[config.mk]
export PLATFORM = sky130hd
export DESIGN_NAME = rv_fetch_buf
export DESIGN_NICKNAME = d
export VERILOG_FILES = /design/src/rtl/rv_fetch_buf.sv
export SDC_FILE = /design/constraint.sdc
export NUM_CORES = 1
export LEC_CHECK = 0
export BUFFER_PORTS_ARGS = -buffer_cell sky130_fd_sc_hd__clkbuf_2
export CAP_MARGIN = 20
export CORE_ASPECT_RATIO = 0.5
export CORE_UTILIZATION = 33
export CTS_BUF_LIST = sky130_fd_sc_hd__clkbuf_8
export CTS_CLUSTER_DIAMETER = 50
export DETAILED_ROUTE_END_ITERATION = 12
export GPL_ROUTABILITY_DRIVEN = 0
export GPL_TIMING_DRIVEN = 1
export PLACE_DENSITY_LB_ADDON = 0.08
export SYNTH_ARGS = -nofsm -noshare
export SYNTH_HDL_FRONTEND = slang
export SYNTH_SLANG_ARGS = --single-unit
[constraint.sdc]
create_clock -name clk -period 2.2 [get_ports clk]
set_input_delay 0.55 -clock clk [delete_from_list [all_inputs] [get_ports clk]]
set_output_delay 0.55 -clock clk [all_outputs]
set_load 0.02 [all_outputs]
[src/rtl/rv_fetch_buf.sv]
// Instruction fetch buffer between I_MEM response (Q101H) and decode (Q102H).
// Small FIFO of {instr, pc} pairs; a redirect flush drops everything buffered and in flight.
module rv_fetch_buf #(
   parameter int unsigned DEPTH = 2
) (
   input  logic        clk,
   input  logic        rst,
   input  logic        valid_Q101H,
   input  logic [31:0] instr_Q101H,
   input  logic [31:0] pc_Q101H,
   input  logic        flush_Q102H,
   input  logic        dec_ready_Q102H,
   output logic        ready_Q101H,
   output logic        valid_Q102H,
   output logic [31:0] instr_Q102H,
   output logic [31:0] pc_Q102H
);

   localparam int unsigned PtrW = (DEPTH > 1) ? $clog2(DEPTH) : 1;
   localparam int unsigned CntW = PtrW + 1;
   localparam logic [31:0] Nop = 32'h0000_0013;

   logic [DEPTH-1:0][31:0] instr_q, instr_d;
   logic [DEPTH-1:0][31:0] pc_q, pc_d;
   logic [PtrW-1:0]        wr_ptr_q, wr_ptr_d;
   logic [PtrW-1:0]        rd_ptr_q, rd_ptr_d;
   logic [CntW-1:0]        count_q, count_d;
   logic                   push, pop;

   // Ready depends on state only, so a pop cannot make room in the same cycle.
   assign ready_Q101H = (count_q < CntW'(DEPTH));
   assign valid_Q102H = (count_q != '0);
   assign instr_Q102H = valid_Q102H ? instr_q[rd_ptr_q] : Nop;
   assign pc_Q102H    = valid_Q102H ? pc_q[rd_ptr_q] : 32'h0;

   assign push = valid_Q101H & ready_Q101H & ~flush_Q102H;
   assign pop  = valid_Q102H & dec_ready_Q102H & ~flush_Q102H;

   always_comb begin
      instr_d  = instr_q;
      pc_d     = pc_q;
      wr_ptr_d = wr_ptr_q;
      rd_ptr_d = rd_ptr_q;
      count_d  = count_q;
      if (flush_Q102H) begin
         // Storage is left alone; it is unreachable once count is zero.
         wr_ptr_d = '0;
         rd_ptr_d = '0;
         count_d  = '0;
      end else begin
         if (push) begin
            instr_d[wr_ptr_q] = instr_Q101H;
            pc_d[wr_ptr_q]    = pc_Q101H;
            wr_ptr_d          = wr_ptr_q + 1'b1;
         end
         if (pop) begin
            rd_ptr_d = rd_ptr_q + 1'b1;
         end
         if (push && !pop) begin
            count_d = count_q + 1'b1;
         end else if (pop && !push) begin
            count_d = count_q - 1'b1;
         end
      end
   end

   always_ff @(posedge clk or negedge rst) begin
      if (!rst) begin
         instr_q  <= '0;
         pc_q     <= '0;
         wr_ptr_q <= '0;
         rd_ptr_q <= '0;
         count_q  <= '0;
      end else begin
         instr_q  <= instr_d;
         pc_q     <= pc_d;
         wr_ptr_q <= wr_ptr_d;
         rd_ptr_q <= rd_ptr_d;
         count_q  <= count_d;
      end
   end

endmodule

# After elaboration in Yosys (flattened, before gate mapping)
# Index checks and enable logic that the tools add are counted.
[word_totals]
reg_bits = 132
out_inout_bits = 66
[classes]
bitwise_logic = 5
order_cmp = 4
muxes = 17
reduce_logical = 10
add_sub_neg = 4
[ops]
columns = ["cell", "n"]
rows = [
  ["2-to-1 mux 32 bit", 7],
  ["bitwise mux 64 bit", 2],
  ["demux 32 bit (select 1 bit)", 1],
  ["2-to-1 mux 2 bit", 3],
  ["nonzero test 2 bit", 3],
  ["AND 1 bit", 4],
  ["< comparator 1 x 2 -> 1 bit, second input constant", 2],
  ["2-to-1 mux 1 bit", 4],
  ["logical AND 1 bit", 3],
  ["nonzero test 3 bit", 1],
  ["adder 1 bit, second input constant", 2],
  ["adder 2 x 1 -> 2 bit, second input constant", 1],
  ["zero test 1 bit", 2],
  ["< comparator 2 bit, second input constant", 1],
  ["AND reduction 2 bit", 1],
  ["subtractor 2 x 1 -> 2 bit, second input constant", 1],
  [">= comparator 1 bit, second input constant", 1],
  ["NOT 1 bit", 1],
]

# Logic depth before layout (Yosys ltp)
# Gate-level depths: netlist of the first run.
[depth]
word_depth = 8
depth_mapped = 5

# Least setup slack after synthesis of the first run
# Ideal clock, no wire load.
[synth_timing]
path_type = "reg-to-output"
start = "reg rd_ptr_q"
end = "out instr_Q102H[10]"
setup_slack_ps = 461
t_required_ps = 1650
stages_incl_launch_ff = 5
arrival_time_ps = 1189
n_path_buf = 2
path_cell_list = "dfrtp_1 -> buf_2 -> buf_2 -> mux2i_1 -> nor2_1"
[synth_between]
elab_chain_cells = 3
[synth_lines]
columns = ["item", "line_no", "text"]
rows = [
  ["start: declaration", "26", "logic [PtrW-1:0] rd_ptr_q, rd_ptr_d;"],
  ["start signal: assignment", "78", "rd_ptr_q <= rd_ptr_d;"],
  ["2-to-1 mux 32 bit (not written as such) (2 in a row)", "33", "assign instr_Q102H = valid_Q102H ? instr_q[rd_ptr_q] : Nop;"],
  ["2-to-1 mux 32 bit", "33", ""],
  ["end: declaration", "15", "output logic [31:0] instr_Q102H,"],
]
# Every way passes these cells. The select of a mux whose other input is x is not followed.

# Final worst setup path of the first run
[layout_timing]
start = "reg rd_ptr_q"
end = "out pc_Q102H[0]"
[layout_between]
elab_chain_cells = 3
[layout_lines]
columns = ["item", "line_no", "text"]
rows = [
  ["2-to-1 mux 32 bit (not written as such) (2 in a row)", "34", "assign pc_Q102H = valid_Q102H ? pc_q[rd_ptr_q] : 32'h0;"],
  ["2-to-1 mux 32 bit", "34", ""],
  ["end: declaration", "16", "output logic [31:0] pc_Q102H"],
]
# Every way passes these cells. The select of a mux whose other input is x is not followed.

==> results.yml, run 1 <==
finish:
  finalNetCount: 651
  n_antenna_cell: 0
  syn2layout_area_growth_pct: 28.6
  final_area_um2: 7620
  drive_gt1_share_pct: 53.6
  post-route-util_pct: 43.6
worst_setup_path:
  crit_required_ps: 1650
  path_cells: "buf_6, mux2i_1, nor2_1, buf_4"
  start_kind: "flip-flop"
  crit_path_max_fanout: 14
  max_stage_delay_ps: 530
  slowest_stage: "dfrtp_4"
  cp.arrival_ps: 1610
  path_class: "flip-flop to primary output"
  end_kind: "primary output"
timing:
  drv_slew: 0
  min_period_ps: 2160
  finalHoldViolCount: 0
  rsz0062_at_grt: "yes"
  hold_slack_ps: 25.5
  setup_viol: 0
  worst_pin_slew_ps: 411
  max_freq_mhz: 462
  relSlewSlack_pct: 72.6
  finalCritPeriodShare_pct: 98.4
  clock_skew_ps: 8.44
route:
  routedWlPerCell_um: 16.0
  drt_iter0_drc: 67
  wl_mm: 13.3
  ant_nets: 0
  dr_total_vias: 3818
  drc: 0
  detail_route.first_pass.iterations: 4
  vias_per_cell: 4.61
global_route:
  grt_first_pass_wirelength_mm: 21.2
  grt_usage_pct: 15.2
  overflow: 0
  grt_start_max_net_pins: 53
  grt_pass1_vias: 3949
  antenna_found_initial: 0
floorplan:
  die_x_um: 192
  core_area_um2: 17500
  num_rows: 34
  die_h_um: 96.8
  num_io_pins: 135
  start_util_pct: 33.9
  dieArea_um2: 18500
clock_tree:
  cts.sinks: 132
  h-tree-depth: 4
  cts.path.max_buffers: 2
  worstSkewPairLatency_ps: 430
  cts-buffers-inserted: 17
  cts.clk_slew.worst_paths_ps: 80
  cts_tree: "built"
  cts-root-buf: "clkbuf_8"
logic_synthesis:
  yosysSeqAreaShare_pct: 55.7
  syn_inst: 433
  syn_avg_cell_area_um2: 13.7
  synth_fp_nets: 502
  syn_area_um2: 5930
  synth_seq_cells: 132
  yosysWarnings: 0
  synth_cell_types: 19
place:
  hpwlAfterDp_mm: 8.43
  place_area_um2: 6920
  portBuffers: 134
power:
  powerDensity_nw_per_um2: 986
  irDropWorstVdd_v: 0.000372
  p_leak_uw: 0.00338
run:
  maxCapViolCount: 0
hold_path:
  hp-class: "primary input to asynchronous set/reset pin"
status:
  outcome: "finished clean"
worst paths after layout:
check                                       start                       to  slack, ps  depth (start not counted)
setup / recovery             rd_ptr_q$_DFFE_PN0P_              pc_Q102H[0]         40                          4
setup reg to reg           count_q[1]$_DFFE_PN0P_     pc_q[36]$_DFFE_PN0P_        310                          5
min in group clk                  instr_Q101H[10]  instr_q[10]$_DFFE_PN0P_        350                          2
hold / removal                                rst     pc_q[12]$_DFFE_PN0P_         30                          1
max in group asynchronous                     rst  instr_q[62]$_DFFE_PN0P_       1540                          2
hold reg to reg            instr_q[8]$_DFFE_PN0P_   instr_q[8]$_DFFE_PN0P_        490                          1
cells by family after synthesis:
group | Yosys count | synth area share (%)
multiplexers | 193 | 35.3
flip-flops | 132 | 55.7
AND/OR/NAND/NOR | 74 | 5.26
buffers and inverters | 28 | 3.08
AO/OA/AOI/OAI | 4 | 0.338
XOR/XNOR | 2 | 0.296
cell type report:
| class | count | area (um2) |
|---|---|---|
| fill | 1673 | 9860 |
| tap | 234 | 293 |
| timing repair buffer | 156 | 1100 |
| multi-input combinational | 273 | 2460 |
| inverter | 2 | 7.51 |
| clock buffer | 18 | 248 |
| clock inverter | 14 | 211 |
| sequential | 132 | 3310 |
critical path, delay by kind of cell (launching register included):
family	cells	cell delay, ps
mux	1	130
buf+inv	2	370
simple gates	1	150
flops	1	530
flip-flops by register name, summed over array words and instances (netlist names):
signal and cells:
instr_q 64, count_q 2, pc_q 64, rd_ptr_q 1, wr_ptr_q 1
layout by cell type (no fill, tap or decap), drive strengths merged:
cell and n:
clkinv 4, xor2 2, clkbuf 128, dfrtp 132, inv 4, clkinvlp 3
mux2 129, buf 46, o21ai 2, nor3 1, nand2b 2, nor3b 1
nor2b 2, mux2i 64, nand2 4, bufinv 5, a21oi 2, nor2 64
cells in the mapped netlist:
cell type / instances / share of area [%]
nand2_1: 4 / 0.25
o21ai_0: 2 / 0.17
nor3b_1: 1 / 0.13
mux2_1: 5 / 0.95
nor2b_1: 2 / 0.21
inv_1: 2 / 0.13
nor3_4: 1 / 0.27
clkbuf_1: 6 / 0.38
mux2_2: 124 / 24
buf_4: 6 / 0.76
nand2b_4: 1 / 0.23
xor2_1: 2 / 0.30
a21oi_1: 2 / 0.17
dfrtp_1: 132 / 56
mux2i_1: 64 / 11
buf_2: 8 / 0.68
nand2b_1: 1 / 0.11
buf_6: 6 / 1.1
nor2_1: 64 / 4.1
through the flow:
stage / TNS [ps] / total power, uW / worst slack, ps / std cells
2_1_floorplan: 0 / 4590 / 461 / 433
3_3_place_gp: 0 / 5080 / 297 / 788
3_5_place_dp: 0 / 5120 / 266 / 788
4_1_cts: -361 / 7580 / -28.9 / 828
5_1_grt: -1820 / 7970 / -67.0 / 829
6_report: 0 / 7510 / 35.3 / 829
metal layers:
metal,track usage (%),wire (um),up-vias
li1,-,-,1801
met1,20.8,6630,1938
met2,22.9,5930,70
met3,5.26,633,9
met4,3.85,98,0
met5,0,0,-
report_power, final:
| part | total (uW) | switching (uW) | internal, uW |
|---|---|---|---|
| clock network | 2370 | 998 | 1370 |
| registers | 3410 | 319 | 3090 |
| logic | 1730 | 773 | 956 |
| total | 7510 | 2090 | 5420 |
timing repair:
action / in CTS / in global routing
endpoints found under the setup margin: 44 / 63
hold buffers: 0 / 0
setup buffers: 7 / 0
cloned: 1 / 1
gates resized for setup: 17 / 46
pin swaps: 1 / 5
Note: power is estimated with default switching activity, not from simulation.
==> inputs of run 2 (changes only) <==
--- a/config.mk
+++ b/config.mk
@@ -15,6 +15,7 @@
 export GPL_ROUTABILITY_DRIVEN = 0
 export GPL_TIMING_DRIVEN = 1
 export PLACE_DENSITY_LB_ADDON = 0.08
+export SETUP_SLACK_MARGIN = 0.5
 export SYNTH_ARGS = -nofsm -noshare
 export SYNTH_HDL_FRONTEND = slang
 export SYNTH_SLANG_ARGS = --single-unit
==> constraint.sdc (replaced) <==
create_clock -name clk -period 2.2 [get_ports clk]
set_input_delay 0.55 -clock clk [delete_from_list [all_inputs] [get_ports clk]]
set_output_delay 0.55 -clock clk [all_outputs]
set_load 0.005 [all_outputs]
==> results.yml, run 2 (synthesis results as in run 1) <==
worst_setup_path:
  max_stage_delay_ps: 430
  crit_required_ps: 1650
  path_class: "flip-flop to primary output"
  slowest_stage: "dfrtp_2"
  worst-r2r-setup-slack_ps: 290
  path_cells: "nor2_4, buf_12, buf_16, nor2_1, buf_2"
  end_kind: "primary output"
  crit_path_max_fanout: 20
  start_kind: "flip-flop"
  cp.arrival_ps: 1640
  worstRegToRegCells: 8
floorplan:
  num_rows: 34
  core_area_um2: 17500
  die_h_um: 96.8
  die_x_um: 192
  start_util_pct: 33.9
  num_io_pins: 135
  dieArea_um2: 18500
route:
  dr_total_vias: 4210
  detail_route.first_pass.iterations: 4
  ant_nets: 0
  vias_per_cell: 4.75
  drt_iter0_drc: 119
  drc: 0
  wl_mm: 17.6
  routedWlPerCell_um: 19.9
timing:
  drv_slew: 0
  relSlewSlack_pct: 72.7
  setup_viol: 0
  rsz0062_at_grt: "yes"
  worst_pin_slew_ps: 410
  finalCritPeriodShare_pct: 99.7
  clock_skew_ps: 9.58
  finalHoldViolCount: 0
  max_freq_mhz: 456
  hold_slack_ps: 20.6
  min_period_ps: 2190
finish:
  finalNetCount: 710
  drive_gt1_share_pct: 59.7
  top_regs: "instr_q x64, pc_q x64, count_q x2"
  final_common_cell: "dfrtp_1"
  final_area_um2: 9130
  final_cell_mix: "129 x dfrtp_1, 127 x mux2_4, 108 x clkbuf_2"
  n_antenna_cell: 0
  syn2layout_area_growth_pct: 54.0
  stdcell_count: 887
power:
  irDropWorstVdd_v: 0.000451
  powerDensity_nw_per_um2: 864
  p_leak_uw: 0.00428
global_route:
  grt_pass1_vias: 4464
  grt_first_pass_wirelength_mm: 25.6
  grt_start_max_net_pins: 47
  grt_usage_pct: 18.4
  overflow: 0
  antenna_found_initial: 0
clock_tree:
  cts_hold_buf: 0
  cts.path.max_buffers: 2
  h-tree-depth: 4
  cts_tree: "built"
  cts.clk_slew.worst_paths_ps: 80
  cts-root-buf: "clkbuf_8"
  worstSkewPairLatency_ps: 430
  cts-buffers-inserted: 17
  cts.sinks: 132
place:
  portBuffers: 134
  place_area_um2: 6970
  placed_cells: 792
  hpwlAfterDp_mm: 8.47
run:
  maxCapViolCount: 0
hold_path:
  hp-class: "primary input to asynchronous set/reset pin"
status:
  outcome: "finished clean"
## run 2: critical path, delay by kind of cell, from the launching register on
| family | cells | cell delay [ps] |
|---|---|---|
| flops | 1 | 430 |
| simple gates | 2 | 300 |
| buf+inv | 3 | 450 |
## run 2: final cells by class
type / instances / area (um2)
Inverter: 2 / 20.0
Clock buffer: 18 / 248
Timing Repair Buffer: 215 / 2140
Tap cell: 234 / 293
Multi-Input combinational cell: 273 / 2960
Sequential cell: 132 / 3310
Fill cell: 1521 / 8350
Clock inverter: 13 / 161
## run 2: final timing paths
path,startpoint,endpoint
setup / recovery,count_q[0]$_DFFE_PN0P_,instr_Q102H[23]
hold / removal,rst,pc_q[44]$_DFFE_PN0P_
setup reg to reg,count_q[1]$_DFFE_PN0P_,instr_q[61]$_DFFE_PN0P_
hold reg to reg,instr_q[59]$_DFFE_PN0P_,instr_q[59]$_DFFE_PN0P_
max in group asynchronous,rst,pc_q[23]$_DFFE_PN0P_
min in group clk,instr_Q101H[23],instr_q[55]$_DFFE_PN0P_
## run 2: report_power, final
group	total [uW]	leakage [uW]	internal, uW	switching (uW)
combinational	2280	0.00251	1510	765
sequential	3470	0.00157	3100	372
clock	2140	0.000202	1140	999
total	7890	0.00428	5750	2140
## run 2: through the flow
stage,setup slack (ps),power (uW),setup TNS [ps],utilization [%]
2_1_floorplan,563,4430,0,-
3_3_place_gp,246,4920,0,39.8
3_5_place_dp,221,4970,0,39.8
4_1_cts,-42.9,7840,-165,50.4
5_1_grt,-96.0,8330,-2810,52.2
6_report,7.38,7890,0,52.2
## run 2: repair_timing
action	4_1_cts	5_1_grt
cloned	16	10
endpoints found under the setup margin	132	194
setup buffers	34	4
pin swaps	11	9
resized for setup	184	42
## run 2: per-layer routing
metal | global-route usage (%) | up-vias | share of wire (%)
met3 | 4.72 | 11 | 4.2
met4 | 4.58 | 0 | 0.58
li1 | - | 1921 | -
met5 | 0 | - | 0
met2 | 28.5 | 72 | 45
met1 | 25.5 | 2206 | 50
